--- src/rtl/cpu_types_pkg.sv ---
// rtl/cpu_types_pkg.sv - shared datapath types and constants for the pipeline stages
package cpu_types_pkg;

    localparam int WAIT_CNT_W = 16;

    typedef logic [31:0] word_t;
    typedef logic [4:0]  regbits_t;

    typedef enum logic [1:0] {
        IDLE   = 2'd0,
        WAIT   = 2'd1,
        HALTED = 2'd2
    } mem_state_t;

endpackage

--- src/rtl/mem_wb_stage.sv ---
// rtl/mem_wb_stage.sv - memory access stage with stall FSM, halt handling and MEM/WB register
module mem_wb_stage
    import cpu_types_pkg::*;
(
    input  logic        CLK,
    input  logic        RST,
    input  logic        valid_in,
    input  logic        WB_MemToReg_in,
    input  logic        WB_RegWrite_in,
    input  logic        M_Branch_in,
    input  logic        M_MemRead_in,
    input  logic        M_MemWrite_in,
    input  logic        alu_zero_in,
    input  logic        halt_in,
    input  logic [31:0] alu_output_in,
    input  logic [31:0] adder_result_in,
    input  logic [31:0] regfile_rdat2_in,
    input  logic [4:0]  reg_dest_in,
    input  logic        dhit,
    input  logic [31:0] dmemload,
    output logic        dmemREN,
    output logic        dmemWEN,
    output logic [31:0] dmemaddr,
    output logic [31:0] dmemstore,
    output logic        mem_stall,
    output logic        pc_src,
    output logic [31:0] branch_target,
    output logic        halt_out,
    output logic        WB_RegWrite_out,
    output logic        WB_MemToReg_out,
    output logic [31:0] wdat_out,
    output logic [4:0]  reg_dest_out,
    output logic [15:0] wait_cycles
);

    localparam logic [WAIT_CNT_W-1:0] WAIT_ONE = WAIT_CNT_W'(1);
    localparam logic [WAIT_CNT_W-1:0] WAIT_MAX = '1;

    mem_state_t            state_q, state_d;
    logic                  halt_q, halt_d;
    logic                  regwrite_q, regwrite_d;
    logic                  memtoreg_q, memtoreg_d;
    word_t                 wdat_q, wdat_d;
    regbits_t              dest_q, dest_d;
    logic [WAIT_CNT_W-1:0] wait_q, wait_d;

    logic halted, mem_op, request, retire, read_only;

    // Reset gates the request combinationally so an in-flight access is dropped at once.
    assign halted    = (state_q == HALTED);
    assign mem_op    = valid_in & (M_MemRead_in | M_MemWrite_in) & ~halted;
    assign request   = mem_op & ~RST;
    assign mem_stall = request & ~dhit;
    assign retire    = valid_in & ~mem_stall & ~halted & ~RST;
    assign read_only = M_MemRead_in & ~M_MemWrite_in;

    always_ff @(posedge CLK or posedge RST) begin
        if (RST) begin
            state_q <= IDLE;
        end else begin
            state_q <= state_d;
        end
    end

    always_comb begin
        state_d = state_q;
        case (state_q)
            IDLE: begin
                if (retire && halt_in) state_d = HALTED;
                else if (mem_stall)    state_d = WAIT;
            end
            WAIT: begin
                if (!mem_stall) state_d = (retire && halt_in) ? HALTED : IDLE;
            end
            HALTED:  state_d = HALTED;
            default: state_d = IDLE;
        endcase
    end

    always_comb begin
        dmemREN       = request & read_only;
        dmemWEN       = request & M_MemWrite_in;
        dmemaddr      = alu_output_in;
        dmemstore     = regfile_rdat2_in;
        pc_src        = retire & M_Branch_in & alu_zero_in;
        branch_target = adder_result_in;
    end

    // Anything that does not retire becomes a bubble in MEM/WB.
    always_comb begin
        regwrite_d = 1'b0;
        memtoreg_d = 1'b0;
        wdat_d     = '0;
        dest_d     = '0;
        if (retire) begin
            regwrite_d = WB_RegWrite_in;
            memtoreg_d = WB_MemToReg_in;
            dest_d     = reg_dest_in;
            wdat_d     = (WB_MemToReg_in && read_only) ? dmemload : alu_output_in;
        end
        halt_d = halt_q | (retire & halt_in);
        wait_d = (mem_stall && wait_q != WAIT_MAX) ? wait_q + WAIT_ONE : wait_q;
    end

    always_ff @(posedge CLK or posedge RST) begin
        if (RST) begin
            halt_q     <= 1'b0;
            regwrite_q <= 1'b0;
            memtoreg_q <= 1'b0;
            wdat_q     <= '0;
            dest_q     <= '0;
            wait_q     <= '0;
        end else begin
            halt_q     <= halt_d;
            regwrite_q <= regwrite_d;
            memtoreg_q <= memtoreg_d;
            wdat_q     <= wdat_d;
            dest_q     <= dest_d;
            wait_q     <= wait_d;
        end
    end

    assign halt_out        = halt_q;
    assign WB_RegWrite_out = regwrite_q;
    assign WB_MemToReg_out = memtoreg_q;
    assign wdat_out        = wdat_q;
    assign reg_dest_out    = dest_q;
    assign wait_cycles     = wait_q;

endmodule

--- config.mk ---
export PLATFORM = sky130hd
export DESIGN_NAME = mem_wb_stage
export DESIGN_NICKNAME = d
export VERILOG_FILES = /design/src/rtl/cpu_types_pkg.sv /design/src/rtl/mem_wb_stage.sv
export SDC_FILE = /design/constraint.sdc
export NUM_CORES = 1
export LEC_CHECK = 0
export ABC_AREA = 1
export BUFFER_PORTS_ARGS = -buffer_cell sky130_fd_sc_hd__buf_2
export CAP_MARGIN = 20
export CORE_AREA = 2 2 116 118
export DETAILED_ROUTE_END_ITERATION = 6
export DIE_AREA = 0 0 118 120
export GPL_TIMING_DRIVEN = 0
export MAX_ROUTING_LAYER = met4
export PLACE_DENSITY = 0.68
export SLEW_MARGIN = 20
export SYNTH_ARGS = -nofsm -noshare
export SYNTH_HDL_FRONTEND = slang
export SYNTH_SLANG_ARGS = --single-unit
--- constraint.sdc ---
create_clock -name CLK -period 3 [get_ports CLK]
set_input_delay 0.15 -clock CLK [delete_from_list [all_inputs] [get_ports CLK]]
set_output_delay 0.15 -clock CLK [all_outputs]
set_load 0.02 [all_outputs]
# Word level (Yosys, flattened, before mapping)
# Index checks and enable logic that the tools add are counted.
[totals]
register_bits = 58
inputBits = 144
output_inout_bits = 156
word_cells = 48
[op_classes]
n_addsub = 1
eq_ne = 5
n_mux = 10
bitwise = 20
reduce_logical = 5
[ops]
columns = ["cell", "n"]
rows = [
  ["2-to-1 mux 32 bit", 2],
  ["adder 16 x 1 -> 16 bit, second input constant", 1],
  ["!= test 16 bit, second input constant", 1],
  ["AND 1 bit", 13],
  ["2-to-1 mux 2 bit", 4],
  ["case mux 2 bit (3 select lines)", 1],
  ["2-to-1 mux 5 bit", 1],
  ["inverter 1 bit", 5],
  ["logical AND 1 bit", 3],
  ["!= test 3 bit, second input constant", 1],
  ["equality test 2 x 1 -> 1 bit, second input constant", 1],
  ["equality test 2 bit, second input constant", 1],
  ["zero test 2 bit", 1],
  ["2-to-1 mux 1 bit", 2],
  ["!= test 2 bit, second input constant", 1],
  ["bitwise OR 1 bit", 2],
  ["AND reduction 2 bit", 1],
]

# Depth between registers and ports, before layout
# Gate-level depths: netlist (run 1).
[logic_depth]
depth_word = 13
depth_mapped = 9
ltp_nobuf = 8

# Least setup slack after synthesis (run 1)
# Ideal clock, no wire load.
[synth_path]
path_type = "input port to output port"
startpoint = "input RST"
endpoint = "output pc_src"
arrival_ns = 2.355
required_time_ns = 2.850
setup_slack_ns = 0.495
path_stages = 6
n_path_buf = 0
cell_sequence = "inv_1 -> nand3_4 -> nor2_2 -> nor2_2 -> inv_1 -> nor2_1"
[synth_via]
elab_chain_len = 9
[synth_rtl]
columns = ["element", "line", "rtl"]
rows = [
  ["from (decl)", "mem_wb_stage.sv:6", "input logic RST,"],
  ["inverter 1 bit", "mem_wb_stage.sv:52", "assign request = mem_op & ~RST;"],
  ["AND 1 bit", "mem_wb_stage.sv:52", ""],
  ["AND 1 bit", "mem_wb_stage.sv:53", "assign mem_stall = request & ~dhit;"],
  ["net mem_stall", "mem_wb_stage.sv:25", "output logic mem_stall,"],
  ["inverter 1 bit", "mem_wb_stage.sv:54", "assign retire = valid_in & ~mem_stall & ~halted & ~RST;"],
  ["AND 1 bit (3 in a row)", "mem_wb_stage.sv:54", ""],
  ["AND 1 bit (2 in a row)", "mem_wb_stage.sv:85", "pc_src = retire & M_Branch_in & alu_zero_in;"],
  ["to (decl)", "mem_wb_stage.sv:26", "output logic pc_src,"],
]
# The timed path passes the listed nets, and every way through them passes these cells.

# Worst setup path in the final report (run 1)
[layout_path]
startpoint = "input RST"
endpoint = "output pc_src"
[layout_via]
elab_chain_len = 9
[layout_rtl]
columns = ["element", "line"]
rows = [
  ["inverter 1 bit *", "mem_wb_stage.sv:52, mem_wb_stage.sv:54"],
  ["AND 1 bit", "mem_wb_stage.sv:52"],
  ["AND 1 bit", "mem_wb_stage.sv:53"],
  ["inverter 1 bit", "mem_wb_stage.sv:54"],
  ["AND 1 bit (2 in a row)", "mem_wb_stage.sv:54"],
  ["AND 1 bit *", "mem_wb_stage.sv:54"],
  ["AND 1 bit * (2 in a row)", "mem_wb_stage.sv:85"],
]
# Every way passes the cells marked *; elsewhere a longest branch is shown, timed or not.

==> results of run 1 <==
## logic make-up (layout without fill, tap and decap cells)
| family | count (synthesis) | count (layout) | share of synthesized area [%] |
|---|---|---|---|
| adder cells (fa/ha/maj) | 1 | 1 | 0.349 |
| AO/OA/AOI/OAI | 39 | 39 | 8.17 |
| flip-flops | 58 | 58 | 40.5 |
| other | 0 | 1 | 0 |
| XOR/XNOR | 7 | 7 | 1.71 |
| buffers and inverters | 193 | 446 | 30.9 |
| AND/OR/NAND/NOR | 158 | 158 | 18.4 |
## Yosys cell counts
library cell / instances / share of area, %
ha_1: 1 / 0.35
o21ai_0: 5 / 0.70
nand3_1: 7 / 0.98
nor3_1: 1 / 0.14
o21bai_2: 1 / 0.31
inv_1: 85 / 8.9
nand2_1: 113 / 12
clkbuf_1: 6 / 0.63
o211ai_1: 32 / 6.7
buf_4: 96 / 20
dfrtp_1: 58 / 41
nand2_2: 1 / 0.17
xor2_1: 1 / 0.24
nand3_4: 1 / 0.49
nand2_4: 1 / 0.31
inv_4: 1 / 0.17
o21ai_4: 1 / 0.45
nor2_4: 2 / 0.63
xnor2_1: 6 / 1.5
nor2_2: 2 / 0.35
buf_2: 3 / 0.42
nand4_1: 5 / 0.87
nor2_1: 25 / 2.6
buf_6: 2 / 0.63
## report_power, final
part	internal (W)	total (W)	switching (W)	leakage, nW
registers	0.000783	0.000783	0	0.800
logic	0.000174	0.000363	0.000189	2.51
clock network	0.000853	0.00121	0.000357	0.176
total	0.00181	0.00236	0.000546	3.48
## metrics by stage
stage / instances / util [%] / TNS, ns
after CTS: 885 / 41.3 / 0
final: 886 / 41.4 / 0
after floorplan: 456 / - / 0
after detailed placement: 868 / 38.5 / 0
after global routing: 886 / 41.4 / 0
after global placement: 867 / 38.4 / -20.43
## path summary, 6_finish.rpt
path	start	end	cells after the start
setup / recovery	RST	pc_src	10
hold / removal	WB_RegWrite_in	WB_RegWrite_out$_DFF_PP0_	3
setup reg to reg	wait_cycles[0]$_DFFE_PP0P_	wait_cycles[3]$_DFFE_PP0P_	9
hold reg to reg	state_q[1]$_DFFE_PP0P_	state_q[0]$_DFFE_PP0P_	1
max in group asynchronous	RST	wdat_out[13]$_DFF_PP0_	4
min in group asynchronous	RST	wait_cycles[9]$_DFFE_PP0P_	3
## flip-flops by register name, indices dropped and copies added, names as in the netlist
signal	flops
WB_MemToReg_out	1
WB_RegWrite_out	1
halt_out	1
reg_dest_out	5
state_q	2
wait_cycles	16
wdat_out	32
## cells in the final DEF, fill, tap and decap left out, drive strengths merged
cell type    Yosys  final
buf            101    337
bufinv           0      3
clkbuf           6     17
clkinv           0      2
dfrtp           58     58
diode            0      1
dlygate4sd3      0      1
ha               1      1
inv             86     86
nand2          115    115
nand3            8      8
nand4            5      5
nor2            29     29
nor3             1      1
o211ai          32     32
o21ai            6      6
o21bai           1      1
xnor2            6      6
xor2             1      1
## worst max-delay path, delay by kind of cell
kind / cells / cell delay (ns)
buffers and inverters: 6 / 1.60
and+or+nand+nor: 4 / 0.63
## routing by layer
layer  vias to the layer above  wire length, um  GRT usage [%]
met5                         -                0              -
li1                       1785                -              -
met2                       122             5460           25.7
met4                         0              107           4.14
met1                      1542             4520           18.6
met3                         9              577           3.42
## area by class of cell
class	count	share of cell area, %
tap	176	4.10
clock buffer	11	4.71
antenna	1	0.0466
multi-input combinational	205	19.1
sequential	58	27.0
timing repair buffer	237	22.5
inverter	86	6.11
buffer	107	14.5
clock inverter	5	1.86
==> results.sh, run 1 <==
export IMPL_dpl_cell_area_mm2=0.00500
export IMPL_finalHoldViolCount=0
export IMPL_clkTransAtPathRegs_ns=0.05
export IMPL_grt_pass1_vias=3240
export IMPL_cp_arrival_ns=2.42
export IMPL_dieArea_mm2=0.0142
export IMPL_slew_violations=0
export IMPL_grt_start_max_net_pins=38
export IMPL_grt_util_all_layers_pct=15.3
export IMPL_viasPerCell=3.90
export IMPL_place_ws_ns=0.889
export IMPL_synth_warnings=0
export IMPL_leakage_nw=3.48
export IMPL_syn_inst=456
export IMPL_h_tree_depth=3
export IMPL_max_freq_mhz=390
export IMPL_synth_nets=601
export IMPL_cts_repair_resized=0
export IMPL_ff2ff_setup_slack_ns=1.12
export IMPL_cpMaxStageDelayCell="dlygate4sd3_1"
export IMPL_die_x_um=118
export IMPL_areaGrowthSynthToFinish_pct=49.8
export IMPL_cts_buffer_depth=2
export IMPL_die_h_um=120
export IMPL_setup_viol=0
export IMPL_io_pins=300
export IMPL_cts_root_buf="clkbuf_16"
export IMPL_drt_pass1_iterations=4
export IMPL_finClkSkew_ns=0.00231
export IMPL_period_share_pct=85.6
export IMPL_drc=0
export IMPL_max_slew_margin_pct=60.0
export IMPL_syn_cell_area_mm2=0.00358
export IMPL_status="finished clean"
export IMPL_core_area_mm2=0.0130
export IMPL_nNetsFinal=849
export IMPL_drv_cap=0
export IMPL_worst_slew_pin_slew_ns=0.598
export IMPL_clock_latency_ns=0.32
export IMPL_power_total_w=0.00236
export IMPL_numCtsBuffers=9
export IMPL_wire_per_inst_um=12.0
export IMPL_postCtsSetupBuffers=0
export IMPL_seq_area_mm2=0.00145
export IMPL_hp_class="input pin to flop"
export IMPL_fin_crit_ns=2.57
export IMPL_syn_area_per_cell_um2=7.86
export IMPL_grt_overflow_total=0
export IMPL_fin_ws_ns=0.433
export IMPL_ys_seq_area_share_pct=40.5
export IMPL_rows=42
export IMPL_endpoint_kind="output pin"
export IMPL_ys_types=24
export IMPL_cpPeakStageDelay_ns=0.53
export IMPL_drt_iter0_drc=151
export IMPL_crit_type="input pin to output pin"
export IMPL_cts_hold_buffers=1
export IMPL_crit_path_start_kind="input pin"
export IMPL_grt_setup_unrepaired="false"
export IMPL_grt_pass1_wl_mm=16.6
export IMPL_p_per_area_mw_per_mm2=439
export IMPL_cts_tree="built"
export IMPL_routabilityCongestion=0.845
export IMPL_vias=3458
export IMPL_routed_wl_mm=10.7
export IMPL_antenna_found_initial=1
export IMPL_ant_nets=0
export IMPL_drive_above_1_share_pct=51.3
export IMPL_required_ns=2.85
export IMPL_synth_seq_cells=58
export IMPL_start_util_pct=27.6
export IMPL_cts_sinks=58
export IMPL_hold_slack_ns=0.0317
export IMPL_peakVddDrop_mv=0.226
export IMPL_n_fill_cell=1361
export IMPL_multiInputGateArea_mm2=0.00103
export IMPL_final_area_mm2=0.00537
export IMPL_io_buffer_count=235
export IMPL_crit_path_cell_trace="dlygate4sd3_1 -> buf_2 -> inv_4 -> buf_12 -> nand3_4 -> nor2_2 -> nor2_2 -> inv_1 -> nor2_1 -> buf_2"
export IMPL_critPathMaxFanout=37
export IMPL_place_hpwl_mm=8.75
Power figures use the tool's default switching activity.
==> run 2: changes to the inputs <==
--- a/config.mk
+++ b/config.mk
@@ -5,15 +5,14 @@
 export SDC_FILE = /design/constraint.sdc
 export NUM_CORES = 1
 export LEC_CHECK = 0
-export ABC_AREA = 1
+export ABC_AREA = 0
 export BUFFER_PORTS_ARGS = -buffer_cell sky130_fd_sc_hd__buf_2
-export CAP_MARGIN = 20
-export CORE_AREA = 2 2 116 118
+export CORE_AREA = 2 2 117 119
 export DETAILED_ROUTE_END_ITERATION = 6
-export DIE_AREA = 0 0 118 120
+export DIE_AREA = 0 0 119 121
 export GPL_TIMING_DRIVEN = 0
 export MAX_ROUTING_LAYER = met4
-export PLACE_DENSITY = 0.68
+export PLACE_DENSITY = 0.64
 export SLEW_MARGIN = 20
 export SYNTH_ARGS = -nofsm -noshare
 export SYNTH_HDL_FRONTEND = slang
==> results.sh, run 2 <==
export IMPL_grt_pass1_wl_mm=15.1
export IMPL_endpoint_kind="output pin"
export IMPL_numCtsBuffers=9
export IMPL_power_switching_w=0.000525
export IMPL_viasPerCell=4.03
export IMPL_n_antenna_cell=0
export IMPL_fin_tns_setup_ns=0
export IMPL_place_hpwl_mm=8.05
export IMPL_postCtsSetupBuffers=0
export IMPL_ys_async_sr_fraction_pct=100
export IMPL_die_x_um=119
export IMPL_crit_path_start_kind="input pin"
export IMPL_largest_register_ffs=32
export IMPL_drc=0
export IMPL_peakVddDrop_mv=0.221
export IMPL_drive_above_1_share_pct=59.5
export IMPL_ant_nets=0
export IMPL_cts_sinks=58
export IMPL_ys_seq_area_share_pct=45.2
export IMPL_drv_cap=0
export IMPL_yosys_most_used_dff="dfrtp_1"
export IMPL_setup_viol=0
export IMPL_critPathMaxFanout=9
export IMPL_drt_iter0_drc=150
export IMPL_io_pins=300
export IMPL_status="finished clean"
export IMPL_final_area_mm2=0.00492
export IMPL_wire_per_inst_um=12.8
export IMPL_final_cell_mix="buf_2, buf_4, nand2_1"
export IMPL_cts_root_buf="clkbuf_16"
export IMPL_p_clk_share_pct=45.0
export IMPL_required_ns=2.85
export IMPL_syn_inst=348
export IMPL_dpl_cell_area_mm2=0.00463
export IMPL_synth_seq_cells=58
export IMPL_core_area_mm2=0.0131
export IMPL_rows=42
export IMPL_synth_common_cells="buf_4, nand2_1, dfrtp_1"
export IMPL_drt_pass1_iterations=4
export IMPL_synth_area_leaders="dfrtp_1, buf_4, nand2_1"
export IMPL_synth_top_area_share_pct=45.2
export IMPL_slew_violations=0
export IMPL_synth_warnings=0
export IMPL_p_int_w=0.00155
export IMPL_clock_latency_ns=0.32
export IMPL_p_per_area_mw_per_mm2=422
export IMPL_final_common_cell="buf_2"
export IMPL_syn_area_per_cell_um2=9.23
export IMPL_hp_class="input pin to flop"
export IMPL_cts_buffer_depth=2
export IMPL_crit_type="input pin to output pin"
export IMPL_synth_nets=493
export IMPL_finalHoldViolCount=0
export IMPL_grt_start_max_net_pins=32
export IMPL_grt_overflow_total=0
export IMPL_leakage_nw=2.90
export IMPL_io_buffer_count=235
export IMPL_period_share_pct=70.7
export IMPL_synth_top_cell_by_area="dfrtp_1"
export IMPL_ys_types=34
export IMPL_max_freq_mhz=471
export IMPL_dieArea_mm2=0.0144
export IMPL_nNetsFinal=741
export IMPL_finClkSkew_ns=0.00623
export IMPL_die_h_um=121
export IMPL_sw_frac_of_total_pct=25.3
export IMPL_cp_arrival_ns=1.97
export IMPL_cts_tree="built"
export IMPL_vias=3129
export IMPL_synth_edf_count=0
export IMPL_grt_setup_unrepaired="false"
export IMPL_synth_most_common_cell="buf_4"
export IMPL_max_slew_margin_pct=54.0
export IMPL_p_seq_share_pct=37.7
export IMPL_routabilityCongestion=0.814
export IMPL_combPwrFrac_pct=17.3
export IMPL_routed_wl_mm=9.90
export IMPL_worst_slew_pin_slew_ns=0.684
export IMPL_grt_util_all_layers_pct=13.9
export IMPL_h_tree_depth=3
export IMPL_areaGrowthSynthToFinish_pct=53.2
export IMPL_cts_hold_buffers=1
export IMPL_start_util_pct=24.6
export IMPL_cts_repair_resized=0
export IMPL_syn_cell_area_mm2=0.00321
export IMPL_grt_pass1_vias=2937
export IMPL_antenna_found_initial=0
export IMPL_clkTransAtPathRegs_ns=0.05
export IMPL_fin_crit_ns=2.12
==> run 2: cell types whose count changed in the layout (fill, tap and decap cells not counted), moves of 11 or more <==
cell	before	now
inv_1	84	3
nand2_1	113	71
a21oi_1	0	32
o211ai_1	32	0
nor2_1	25	1
xor2_1	1	12
==> run 2: worst paths after layout <==
kind                                   startpoint                     endpoint  slack, ns  depth (start not counted)
max in group asynchronous                     RST        wdat_out[2]$_DFF_PP0_       2.13                          4
min                                reg_dest_in[0]    reg_dest_out[0]$_DFF_PP0_       0.04                          2
min reg2reg                state_q[1]$_DFFE_PP0P_       state_q[0]$_DFFE_PP0P_       0.46                          1
max reg2reg                state_q[1]$_DFFE_PP0P_       wdat_out[10]$_DFF_PP0_       1.21                          5
max                                           RST                       pc_src       0.88                          6
min in group asynchronous                     RST  wait_cycles[10]$_DFFE_PP0P_       0.39                          3
==> run 2: metal layers <==
| layer | track usage [%] | part of all wire [%] |
|---|---|---|
| met5 | - | 0 |
| met4 | 4.91 | 1.5 |
| met3 | 2.91 | 6.3 |
| met2 | 23.8 | 51 |
| met1 | 16.1 | 41 |
==> run 2: area by class of cell <==
| cell class | instances | area [um2] |
|---|---|---|
| Fill cell | 1350 | 8160 |
| Buffer | 108 | 767 |
| Sequential cell | 58 | 1450 |
| Tap cell | 176 | 220 |
| Inverter | 4 | 17.5 |
| Clock inverter | 4 | 27.5 |
| Multi-Input combinational cell | 178 | 980 |
| Clock buffer | 11 | 253 |
| Timing Repair Buffer | 237 | 1210 |
==> run 2: power groups by stage <==
| stage | registers, W | logic [W] | clock network (W) |
|---|---|---|---|
| 2_1_floorplan | 0.000798 | 0.000227 | 0 |
| 3_3_place_gp | 0.000797 | 0.000356 | 0 |
| 3_5_place_dp | 0.000797 | 0.000362 | 0 |
| 4_1_cts | 0.000784 | 0.000364 | 0.000963 |
| 5_1_grt | 0.000783 | 0.000387 | 0.00101 |
| 6_report | 0.000784 | 0.000359 | 0.000935 |
==> run 2: stage by stage <==
step	hold slack (ns)	util [%]	cells	power, W	setup WS, ns
after floorplan	0.279	-	348	0.00102	1.33
after global placement	0.365	35.2	759	0.00115	0.569
after detailed placement	0.182	35.4	760	0.00116	1.09
after CTS	0.0270	37.6	776	0.00211	0.849
after global routing	0.0328	37.6	776	0.00218	0.691
final	0.0392	37.6	776	0.00208	0.879
==> run 2: critical path, cell delays in order <==
cell           delay, ns
dlygate4sd3_1       0.53
buf_2               0.15
nand2b_1            0.16
nor3_1              0.58
and3_1              0.24
buf_2               0.16
==> run 2: cell families after synthesis <==
family                     count (synthesis)  share of synthesized area, %
and+or+nand+nor                          125                          19.6
buffers and inverters                    112                          24.3
DFF                                       58                          45.2
AOI/OAI and AO/OA                         36                          5.76
xor gates and xnor gates                  13                          3.54
muxes                                      3                          1.17
adders and majority gates                  1                         0.389
